[config.mk]
export PLATFORM = sky130hd
export DESIGN_NAME = cam_trigger_gen
export DESIGN_NICKNAME = d
export VERILOG_FILES = /design/src/rtl/cam_trigger_gen.sv
export SDC_FILE = /design/constraint.sdc
export NUM_CORES = 1
export LEC_CHECK = 0
export ABC_CLOCK_PERIOD_IN_PS = 12300
export BUFFER_PORTS_ARGS = -buffer_cell sky130_fd_sc_hd__buf_2
export CORE_MARGIN = 4
export CORE_UTILIZATION = 30
export DETAILED_ROUTE_END_ITERATION = 8
export MAX_ROUTING_LAYER = met4
export PLACE_DENSITY = 0.49
export SLEW_MARGIN = 25
export SYNTH_ARGS = -nofsm -noshare
export SYNTH_HDL_FRONTEND = slang
export SYNTH_SLANG_ARGS = --single-unit
[constraint.sdc]
create_clock -name c -period 12.3 [get_ports c]
set_clock_uncertainty 0.15 [all_clocks]
set_input_delay 0.615 -clock c [delete_from_list [all_inputs] [get_ports c]]
set_output_delay 0.615 -clock c [all_outputs]
set_load 0.03 [all_outputs]
[src/rtl/cam_trigger_gen.sv]
// cam_trigger_gen: N-camera exposure trigger generator, IMU-locked or free-run, with timestamp capture and overrun count
module cam_trigger_gen #(
  parameter int N_CAM = 2,
  parameter int TW = 64,
  parameter int EW = 16,
  parameter int DW = 8,
  parameter int PW = 24,
  parameter int USEC_DIV = 125
) (
  input  logic c,
  input  logic rst_n,
  input  logic en,
  input  logic mode,
  input  logic imu_sync,
  input  logic [DW-1:0] imu_decim,
  input  logic [PW-1:0] period_usec,
  input  logic [N_CAM*EW-1:0] delay_usec,
  input  logic [N_CAM*EW-1:0] exposure_usec,
  input  logic [TW-1:0] t,
  output logic [N_CAM-1:0] trigger,
  output logic [N_CAM*TW-1:0] t_trig,
  output logic [N_CAM-1:0] t_trig_v,
  output logic busy,
  output logic [15:0] overrun_cnt
);
  localparam int CW = EW + $clog2(USEC_DIV) + 1;
  localparam int SW = $clog2(USEC_DIV) + 1;
  localparam logic [CW-1:0] DIV_C = CW'(USEC_DIV);
  localparam logic [SW-1:0] DIV_M1 = SW'(USEC_DIV - 1);
  typedef enum logic [1:0] {IDLE = 2'b00, DELAY = 2'b01, EXPOSE = 2'b10} st_e;
  st_e st [N_CAM];
  st_e st_n [N_CAM];
  logic [CW-1:0] cnt [N_CAM];
  logic [CW-1:0] cnt_n [N_CAM];
  logic [EW-1:0] exp_l [N_CAM];
  logic sync_d, req_q, im_act, fr_act, tick, sync_edge, req, busy_n;
  logic [DW-1:0] dcnt;
  logic [PW-1:0] pcnt;
  logic [SW-1:0] fpsc;
  logic [N_CAM-1:0] trig_d;
  assign im_act = en & ~mode;
  assign fr_act = en & mode & (period_usec != '0);
  assign tick = fpsc == DIV_M1;
  assign sync_edge = imu_sync & ~sync_d;
  assign req = (im_act & sync_edge & (dcnt == '0)) | (fr_act & tick & (pcnt >= period_usec - PW'(1)));
  // req_q marks the fire cycle; a request seen while busy (or while a fire is pending) is an overrun
  always_ff @(posedge c or negedge rst_n)
    if (!rst_n) begin
      sync_d <= 1'b0;
      req_q <= 1'b0;
      dcnt <= '0;
      pcnt <= '0;
      fpsc <= '0;
      overrun_cnt <= '0;
    end else begin
      sync_d <= imu_sync;
      req_q <= req & ~busy & ~req_q;
      if (req & (busy | req_q) & ~&overrun_cnt) overrun_cnt <= overrun_cnt + 16'd1;
      if (!im_act) dcnt <= '0;
      else if (sync_edge) dcnt <= (dcnt >= imu_decim) ? '0 : dcnt + DW'(1);
      fpsc <= (!fr_act || tick) ? '0 : fpsc + SW'(1);
      if (!fr_act) pcnt <= '0;
      else if (tick) pcnt <= (pcnt >= period_usec - PW'(1)) ? '0 : pcnt + PW'(1);
    end
  // Per-channel cycle counters load usec*USEC_DIV-1 so phase lengths are exact in clocks
  always_comb begin
    busy_n = 1'b0;
    for (int i = 0; i < N_CAM; i++) begin
      st_n[i] = st[i];
      cnt_n[i] = (cnt[i] == '0) ? cnt[i] : cnt[i] - CW'(1);
      if (st[i] == IDLE && req_q && exposure_usec[i*EW +: EW] != '0) begin
        st_n[i] = (delay_usec[i*EW +: EW] != '0) ? DELAY : EXPOSE;
        cnt_n[i] = ((delay_usec[i*EW +: EW] != '0) ? CW'(delay_usec[i*EW +: EW])
                                                  : CW'(exposure_usec[i*EW +: EW])) * DIV_C - CW'(1);
      end else if (st[i] == DELAY && cnt[i] == '0) begin
        st_n[i] = EXPOSE;
        cnt_n[i] = CW'(exp_l[i]) * DIV_C - CW'(1);
      end else if (st[i] == EXPOSE && cnt[i] == '0) begin
        st_n[i] = IDLE;
      end
      busy_n = busy_n | (st_n[i] != IDLE);
    end
  end
  always_ff @(posedge c or negedge rst_n)
    if (!rst_n) begin
      for (int i = 0; i < N_CAM; i++) begin
        st[i] <= IDLE;
        cnt[i] <= '0;
        exp_l[i] <= '0;
      end
      trigger <= '0;
      trig_d <= '0;
      busy <= 1'b0;
      t_trig <= '0;
      t_trig_v <= '0;
    end else begin
      for (int i = 0; i < N_CAM; i++) begin
        st[i] <= st_n[i];
        cnt[i] <= cnt_n[i];
        trigger[i] <= st_n[i] == EXPOSE;
        if (req_q) exp_l[i] <= exposure_usec[i*EW +: EW];
        if (trigger[i] & ~trig_d[i]) t_trig[i*TW +: TW] <= t;
      end
      trig_d <= trigger;
      busy <= busy_n;
      t_trig_v <= trigger & ~trig_d;
    end
endmodule

Yosys cells after proc, flatten, opt, wreduce, memory -nomap -nowiden
Cells that the tools add are included.
{"block": "word_totals", "reg_bits": 277, "latch_bits": 0, "mem_bits_rw": 0, "mem_bits_ro": 0, "inputBits": 165, "output_inout_bits": 149, "elab_cells": 118, "mem_count": 0}
{"block": "classes", "n_addsub": 11, "n_mul": 4, "div": 0, "order_cmp": 2, "n_eq_ne": 11, "shifts": 0, "muxes": 23, "n_bitwise": 25, "n_reduce_logical": 24}
{"op": "$mux W24", "count": 9}
{"op": "$sub A23 B1 Y24 const B", "count": 4}
{"op": "$mul A16 B7 Y23 const B", "count": 4}
{"op": "$sub A24 B1 Y24 const B", "count": 3}
{"op": "$reduce_bool A16 Y1", "count": 4}
{"op": "$logic_not A24 Y1", "count": 2}
{"op": "$mux W16", "count": 2}
{"op": "$mux W8", "count": 4}
{"op": "$add A24 B1 Y24 const B", "count": 1}
{"op": "$ge A24 B24 Y1", "count": 1}
{"op": "$reduce_bool A24 Y1", "count": 1}
{"op": "$add A16 B1 Y16 const B", "count": 1}
{"op": "$add A8 B1 Y8 const B", "count": 2}
{"op": "$mux W2", "count": 8}
{"op": "$reduce_and A16 Y1", "count": 1}
{"op": "$and A1 B1 Y1", "count": 14}
{"op": "$eq A2 B2 Y1 const B", "count": 4}
{"op": "$eq A8 B7 Y1 const B", "count": 1}
{"op": "$ge A8 B8 Y1", "count": 1}
{"op": "$logic_and A1 B1 Y1", "count": 8}
{"op": "$logic_not A8 Y1", "count": 1}
{"op": "$ne A3 B1 Y1 const B", "count": 2}
{"op": "$not A1 Y1", "count": 6}
{"op": "$eq A2 B1 Y1 const B", "count": 2}
{"op": "other kinds (8)", "count": 14}

Depth between registers and ports, before layout
Gate-level depths: netlist (run 1).
{"block": "logic_depth", "depth_word": 7, "depth_mapped": 24, "ltp_nobuf": 22}

Worst setup path after synthesis (run 1)
OpenSTA, ideal clock, no wires.
{"block": "synth_path", "path_kind": "input port to flip-flop", "start": "input delay_usec[10]", "end": "register cnt[46] (netlist name)", "setup_time_ns": 0.077, "t_arrival_ns": 5.940, "slack_ns": 6.133, "stages": 22, "path_cell_list": "nor4_1 > and4_1 > clkbuf_1 > clkbuf_1 > a21oi_1 > inv_1 > fa_1 > ha_1 > fa_1 > inv_1 > fa_1 > inv_1 > ha_1 > o21ai_0 > o21bai_1 > or4b_1 > a311oi_2 > o221ai_1 > a311oi_1 > xnor2_1 > a22oi_1 > a21oi_1"}
{"block": "synth_between", "elab_chain_cells": 5}
{"element": "from (decl)", "line": "17", "source": "input logic [N_CAM*EW-1:0] delay_usec,"}
{"element": "$reduce_bool A16 Y1", "line": "73", "source": "cnt_n[i] = ((delay_usec[i*EW +: EW] != '0) ? CW'(delay_usec[i*EW +: EW])"}
{"element": "$mux W16 (*)", "line": "73"}
{"element": "$mul A16 B7 Y23 (*)", "line": "74", "source": ": CW'(exposure_usec[i*EW +: EW])) * DIV_C - CW'(1);"}
{"element": "$sub A23 B1 Y24 (*)", "line": "74"}
{"element": "$mux W24 (*)", "line": "71", "source": "if (st[i] == IDLE && req_q && exposure_usec[i*EW +: EW] != '0) begin"}
{"element": "to (signal, indexed assignment)", "line": "99", "source": "cnt[i] <= cnt_n[i];"}
{"element": "to (decl)", "line": "33", "source": "logic [CW-1:0] cnt [N_CAM];"}
Mark *: on every way between the ends. The rest lies on a longest branch, timed or not.
A chain may end at the register's enable or synchronous reset.

Worst setup path in the final report (run 1)
{"block": "layout_path", "start": "input delay_usec[15]", "end": "register cnt[46] (netlist name)"}
Same word-level chain as after synthesis.

==> impl_metrics.env, run 1 <==
export IMPL_crit_reg2reg_launch="exp_l[1]"
export IMPL_synth_edff_count=0
export IMPL_hold_start="t[30]"
export IMPL_clock_path_buffers=3
export IMPL_route_detailed_drc=0
export IMPL_dp_cells=4043
export IMPL_synthArstFlopShare=1.00
export IMPL_post_route_min_period_ns=6.52
export IMPL_timing_final_crit_share=0.530
export IMPL_crit_start="delay_usec[15]"
export IMPL_status="finished clean"
export IMPL_cts_clk_slew_worst_paths_ns=0.06
export IMPL_final_layout_size_suffix_gt1_frac=0.186
export IMPL_placedInstanceArea_mm2=0.0286
export IMPL_vias=19500
export IMPL_post_dp_hpwl_mm=54.4
export IMPL_drt_antenna_violating_nets=0
export IMPL_initial_standard_cell_utilization_of_the_core=0.302
export IMPL_grt_max_degree=69
export IMPL_worst_pin_slew_ns=1.04
export IMPL_synth_simple_gate_area_frac=0.107
export IMPL_final_max_slew_violation_count=0
export IMPL_hold_violations=0
export IMPL_setup_tns_ns=0
export IMPL_synth_cells=2630
export IMPL_detail_route_iter0_violations=1019
export IMPL_total_power_w=0.00364
export IMPL_flow_area_growth_from_synthesis_pct=16.6
export IMPL_finalInstanceArea_mm2=0.0299
export IMPL_firstDrtPassIters=7
export IMPL_vdd_ir_drop_max_mv=0.0820
export IMPL_grt_antenna_before_repair=3
export IMPL_synthMuxAreaShare=0.0607
export IMPL_yosys_area_share_adder=0.305
export IMPL_synth_compound_area_share=0.121
export IMPL_finalCoreUtilization=0.352
export IMPL_timing_critical_path_arrival_ns=6.84
export IMPL_cts_buffers_inserted=38
export IMPL_power_leakage_nw=15.1
export IMPL_yosys_area_share_xor_xnor=0.0665
export IMPL_route_detailed_vias_per_inst=4.74
export IMPL_powerDensity_mw_per_mm2=122
export IMPL_max_clock_freq_mhz=153
export IMPL_finalWeightedCongestion=0.846
export IMPL_finalSetupViolations=0
export IMPL_number_of_global_route_vias_before_repair=19600
export IMPL_worst_setup_path_start_kind="primary input"
export IMPL_max_cap_violations=0
export IMPL_ctsResizeCount=0
export IMPL_die_height_um=301
export IMPL_core_rowCount=107
export IMPL_floorplan_core_area_mm2=0.0850
export IMPL_die_area_mm2=0.0903
export IMPL_ctsHtreeMaxLevel=2
export IMPL_finalNonFillerCells=4115
export IMPL_worstSetupEndpointType="register"
export IMPL_wl_per_cell_um=16.5
export IMPL_cpMaxStageDelayCell="and4_1"
export IMPL_postSynthNetCount=3297
export IMPL_finalWirelength_mm=67.7
export IMPL_die_width_um=301
export IMPL_synth_top_family_by_area="adder cells"
export IMPL_rsz0062_at_grt="false"
export IMPL_cpPeakStageDelay_ns=0.61
export IMPL_hold_path_class="in -> reg"
export IMPL_place_port_buffers=313
export IMPL_mean_instance_size_in_the_synthesized_netlist_um2=9.76
export IMPL_yosys_reg_bits=277
export IMPL_layout_nets=3609
export IMPL_clock_sinks=277
export IMPL_track_usage=0.153
export IMPL_setup_worst_path_class="in -> reg"
export IMPL_yosys_warnings=0
export IMPL_grt_first_pass_wirelength_mm=108
export IMPL_max_slew_margin_rel=0.299
export IMPL_count_of_different_cell_masters_after_synthesis=78
export IMPL_worst_path_max_fanout=18
export IMPL_crit_required_ns=12.62
export IMPL_root_buffer="clkbuf_16"
export IMPL_cell_by_cell_listing_of_the_critical_path="buf_2, nor4_1, and4_1, a21oi_1, xnor2_1, xnor2_1, fa_1, fa_1, inv_1, fa_1, inv_1, ha_1, and3_1, a221oi_2, or4b_1, a311oi_2, o221ai_1, a311oi_1, xnor2_1, a22oi_1, a21oi_1"
export IMPL_synthesis_area_mm2=0.0257
export IMPL_grt_remaining_overflow=0
export IMPL_clk_latency_ns=0.56
export IMPL_io_pin_count=314
export IMPL_tritoncts_clock_tree="yes"
export IMPL_seq_area_frac_synth=0.270
export IMPL_yosys_most_used_dff="dfrtp_1"
stage by stage:
stage | hold WS, ns | setup WS, ns
after global routing | 0.110 | 5.31
after global placement | 0.243 | 5.34
final | 0.146 | 5.78
after detailed placement | 0.256 | 5.20
after CTS | 0.0980 | 5.78
after floorplan | 0.169 | 6.13
kinds of logic after synthesis:
kind of cell    count (synthesis)
compound gates                502
simple gates                  540
xor+xnor                      195
buf+inv                       475
flops                         277
fa+ha+maj                     502
mux                           139
registers in the layout, indices dropped and copies added, names as in the netlist, 4 cells and up:
register,cells
cnt,48
overrun_cnt,16
t_trig,128
exp_l,32
st,4
dcnt,8
pcnt,24
fpsc,8
routing by layer:
layer | vias up | routed length, um | track usage | share of wire
li1 | 9537 | - | - | -
met1 | 9475 | 31800 | 0.208 | 0.47
met2 | 398 | 30800 | 0.242 | 0.45
met3 | 78 | 3540 | 0.0231 | 0.052
met4 | 0 | 1610 | 0.0366 | 0.024
met5 | - | 0 | - | 0
path summary, 6_finish.rpt:
check                      cells after the start  slack, ns    endpoint
hold / removal                                 2       0.15  t_trig[30]
min in group asynchronous                      2       0.41   t_trig[8]
setup reg to reg                              17       6.52     cnt[23]
hold reg to reg                                0       0.27   trig_d[1]
max in group asynchronous                      4       9.64  t_trig[39]
setup / recovery                              21       5.78     cnt[46]
worst max-delay path: cells and delay by family:
family | cells | cell delay [ns]
adders and majority gates | 4 | 1.79
xor gates and xnor gates | 3 | 0.75
and+or+nand+nor | 4 | 1.67
AOI/OAI and AO/OA | 7 | 1.80
buffers and inverters | 3 | 0.20
repair_timing:
action	in CTS	in global routing
hold endpoints to repair	51	0
buffers inserted	0	0
hold buffers	2	0
Yosys cell counts (19+ instances only):
master      n  area share
nor2b_1    19      0.0046
nor3_1     35      0.0068
a21oi_1   136       0.027
o22ai_1    25      0.0061
fa_1      206        0.16
a21o_1     61       0.018
xnor2_1   114       0.039
nand3_1    47      0.0092
nand2_1   160       0.023
nand4_1    20      0.0049
clkbuf_1   46      0.0067
nor4_1     34      0.0083
xor2_1     81       0.028
inv_1     418       0.061
ha_1      296        0.14
mux2_2    133       0.058
nor2_1    113       0.017
dfrtp_1   277        0.27
o21ai_0   147       0.029
nand2b_1   21      0.0051
cells in the final DEF (no fill, tap or decap), types with 38 or more instances in the layout:
master | synthesis | layout
nand3_1 | 47 | 47
nand2_1 | 160 | 160
a21oi_1 | 136 | 136
xor2_1 | 81 | 81
mux2_2 | 133 | 133
ha_1 | 296 | 296
a21o_1 | 61 | 61
o21ai_0 | 147 | 146
inv_1 | 418 | 418
buf_2 | 5 | 312
dfrtp_1 | 277 | 276
fa_1 | 206 | 206
clkbuf_16 | 0 | 38
nor2_1 | 113 | 113
xnor2_1 | 114 | 114
cell type report:
cell class                 instances  area (um2)
antenna                            1        2.50
clock buffer                      48        1050
clock inverter                    20         278
fill                            8788       55100
inverter                         418        1570
multi-input combinational       1878       17000
sequential                       277        6930
tap                             1144        1430
timing repair buffer             329        1720
where the power goes:
| group | leakage [nW] | internal [W] | switching, W |
|---|---|---|---|
| registers | 3.45 | 0.000928 | 0.0000111 |
| clock network | 0.651 | 0.000714 | 0.000463 |
| logic | 11.0 | 0.000639 | 0.000883 |
| total | 15.1 | 0.00228 | 0.00136 |
(Power assumes the default switching activity.)
==> inputs of run 2 (changes only) <==
--- a/config.mk
+++ b/config.mk
@@ -5,13 +5,14 @@
 export SDC_FILE = /design/constraint.sdc
 export NUM_CORES = 1
 export LEC_CHECK = 0
-export ABC_CLOCK_PERIOD_IN_PS = 12300
+export ABC_AREA = 1
+export ABC_CLOCK_PERIOD_IN_PS = 5600
 export BUFFER_PORTS_ARGS = -buffer_cell sky130_fd_sc_hd__buf_2
 export CORE_MARGIN = 4
 export CORE_UTILIZATION = 30
 export DETAILED_ROUTE_END_ITERATION = 8
 export MAX_ROUTING_LAYER = met4
-export PLACE_DENSITY = 0.49
+export PLACE_DENSITY = 0.5
 export SLEW_MARGIN = 25
 export SYNTH_ARGS = -nofsm -noshare
 export SYNTH_HDL_FRONTEND = slang
==> constraint.sdc (replaced) <==
create_clock -name c -period 5.6 [get_ports c]
set_clock_uncertainty 0.15 [all_clocks]
set_input_delay 0.28 -clock c [delete_from_list [all_inputs] [get_ports c]]
set_output_delay 0.28 -clock c [all_outputs]
set_load 0.03 [all_outputs]
==> impl_metrics.env, run 2 <==
export IMPL_status="finished clean"
export IMPL_clk_latency_ns=0.59
export IMPL_detail_route_iter0_violations=1273
export IMPL_final_max_slew_violation_count=0
export IMPL_grt_first_pass_wirelength_mm=136
export IMPL_clock_path_buffers=3
export IMPL_max_cap_violations=0
export IMPL_cts_buffers_inserted=38
export IMPL_rsz0062_at_grt="false"
export IMPL_finalWeightedCongestion=0.908
export IMPL_die_width_um=315
export IMPL_grt_antenna_before_repair=2
export IMPL_hold_path_class="in -> async"
export IMPL_placedInstanceArea_mm2=0.0313
export IMPL_place_port_buffers=313
export IMPL_synthesis_area_mm2=0.0283
export IMPL_fin_worst_hold_slack_ns=0.0379
export IMPL_timing_final_crit_share=0.891
export IMPL_core_rowCount=112
export IMPL_powerDensity_mw_per_mm2=247
export IMPL_mean_instance_size_in_the_synthesized_netlist_um2=7.51
export IMPL_biggestRegsByFlops="t_trig: 128 flops, cnt: 48 flops, exp_l: 32 flops"
export IMPL_post_placement_setup_slack_ns=0.236
export IMPL_dp_cells=5295
export IMPL_cpPeakStageDelay_ns=0.56
export IMPL_top_cell_type_by_total_area_after_synthesis="dfrtp_1"
export IMPL_worst_path_max_fanout=5
export IMPL_power_leakage_nw=18.1
export IMPL_flow_area_growth_from_synthesis_pct=18.7
export IMPL_worst_pin_slew_ns=0.873
export IMPL_cts_clk_slew_worst_paths_ns=0.06
export IMPL_synth_edff_count=0
export IMPL_worstSetupEndpointType="register"
export IMPL_die_area_mm2=0.0995
export IMPL_yosys_reg_bits=277
export IMPL_setup_worst_path_class="in -> reg"
export IMPL_finalNonFillerCells=5462
export IMPL_setup_tns_ns=0
export IMPL_max_clock_freq_mhz=200
export IMPL_mostFrequentLayoutCell="nand2_1"
export IMPL_post_dp_hpwl_mm=68.8
export IMPL_worst_slack_ns=0.610
export IMPL_timing_critical_path_arrival_ns=5.27
export IMPL_tritoncts_clock_tree="yes"
export IMPL_cpMaxStageDelayCell="fa_1"
export IMPL_post_route_min_period_ns=4.99
export IMPL_grt_remaining_overflow=0
export IMPL_synth_top_cells_by_area="dfrtp_1 24%, fa_1 15%, ha_1 13%, nand2_1 12%, inv_1 10%"
export IMPL_number_of_global_route_vias_before_repair=24600
export IMPL_yosys_warnings=0
export IMPL_vdd_ir_drop_max_mv=0.203
export IMPL_finalSetupViolations=0
export IMPL_hold_violations=0
export IMPL_route_detailed_vias_per_inst=4.53
export IMPL_post_synth_top_area_fraction=0.245
export IMPL_count_of_different_cell_masters_after_synthesis=49
export IMPL_vias=24700
export IMPL_finalInstanceArea_mm2=0.0337
export IMPL_clock_sinks=277
export IMPL_seq_area_frac_synth=0.245
export IMPL_die_height_um=315
export IMPL_timing_critical_path_max_delay_family="adder cells"
export IMPL_layout_nets=4846
export IMPL_io_pin_count=314
export IMPL_worst_path_buf_inv=5
export IMPL_worst_setup_path_start_kind="primary input"
export IMPL_yosys_cell_count_top_type="nand2_1"
export IMPL_final_layout_size_suffix_gt1_frac=0.108
export IMPL_track_usage=0.173
export IMPL_firstDrtPassIters=6
export IMPL_drt_antenna_violating_nets=0
export IMPL_cell_by_cell_listing_of_the_critical_path="dlygate4sd3_1, buf_2, a21oi_1, inv_1, fa_1, fa_1, fa_1, inv_1, fa_1, inv_1, ha_1, a21oi_1, o21ai_0, a21oi_1, nand2_1, o21ai_0, a21oi_1"
export IMPL_synth_cells=3776
export IMPL_wl_per_cell_um=15.5
export IMPL_yosys_most_used_dff="dfrtp_1"
export IMPL_max_slew_margin_rel=0.418
export IMPL_route_detailed_drc=0
export IMPL_largest_reg_flops=128
export IMPL_top_register="t_trig"
export IMPL_postSynthNetCount=4443
export IMPL_ctsHtreeMaxLevel=2
export IMPL_root_buffer="clkbuf_16"
export IMPL_floorplan_core_area_mm2=0.0935
export IMPL_ys_top_cells_by_count="887 x nand2_1, 769 x inv_1, 296 x ha_1"
export IMPL_finalWirelength_mm=84.6
export IMPL_initial_standard_cell_utilization_of_the_core=0.303
export IMPL_layout_cells_most_common_list="887 x nand2_1, 767 x inv_1, 312 x buf_2"
export IMPL_grt_max_degree=148
export IMPL_crit_required_ns=5.88
export IMPL_synthArstFlopShare=1.00
run 2: final cells by class:
class	count	area [um2]
fill	10000	59800
multi-input combinational	2661	18200
sequential	277	6930
inverter	777	2920
timing repair buffer	424	2680
tap	1254	1570
clock buffer	49	1070
clock inverter	19	260
antenna	1	2.50
run 2: per-stage QoR:
stage          utilization  power [W]
2_1_floorplan            -    0.00464
3_3_place_gp         0.335    0.00569
3_5_place_dp         0.335    0.00565
4_1_cts              0.360    0.00840
5_1_grt              0.360    0.00898
6_report             0.360    0.00830
run 2: worst register-to-register path: stages (launching register included):
cell	delay (ns)
dfrtp_1	0.41
inv_1	0.25
fa_1	0.50
fa_1	0.55
inv_1	0.05
fa_1	0.47
inv_1	0.05
fa_1	0.47
inv_1	0.04
ha_1	0.34
nand2_1	0.11
nor2_1	0.28
nand3_1	0.11
nand3_1	0.20
nand2_1	0.12
nand3_1	0.09
nand3_1	0.18
nand2_1	0.14
nand2_1	0.05
a21oi_1	0.13
run 2: per-layer routing:
metal	track usage	vias up	share of wire
met2	0.287	456	0.48
met3	0.0156	110	0.033
met1	0.230	11500	0.46
li1	-	12600	-
met4	0.0450	0	0.027
met5	-	-	0
run 2: kinds of logic (layout without fill, tap and decap cells):
logic type,after synthesis,in the layout,share of synthesized area
fa+ha+maj,502,502,0.276
simple gates,1513,1513,0.227
xor+xnor,144,144,0.0445
other cells,0,1,0
buf+inv,838,1269,0.113
flops,277,277,0.245
compound gates,502,502,0.0952
run 2: repair_timing:
item | CTS | global route
endpoints found under the hold margin | 310 | 0
setup buffers | 0 | 0
hold buffers | 98 | 0
resized for setup | 0 | 0
run 2: power breakdown:
part | internal (W) | switching [W] | total [W]
logic | 0.00127 | 0.00237 | 0.00364
clock network | 0.00155 | 0.00104 | 0.00259
registers | 0.00204 | 0.0000276 | 0.00206
total | 0.00486 | 0.00344 | 0.00830
run 2: final timing paths:
kind                                to  slack [ns]  depth (start not counted)         startpoint
max reg2reg                    cnt[19]        0.85                         19           exp_l[5]
max                            cnt[16]        0.61                         17  exposure_usec[27]
min in group c                 cnt[24]        0.07                          4      delay_usec[0]
min reg2reg                t_trig_v[0]        0.26                          1          trig_d[0]
max in group asynchronous        req_q        4.06                          3              rst_n
min                         t_trig[92]        0.04                          2              rst_n
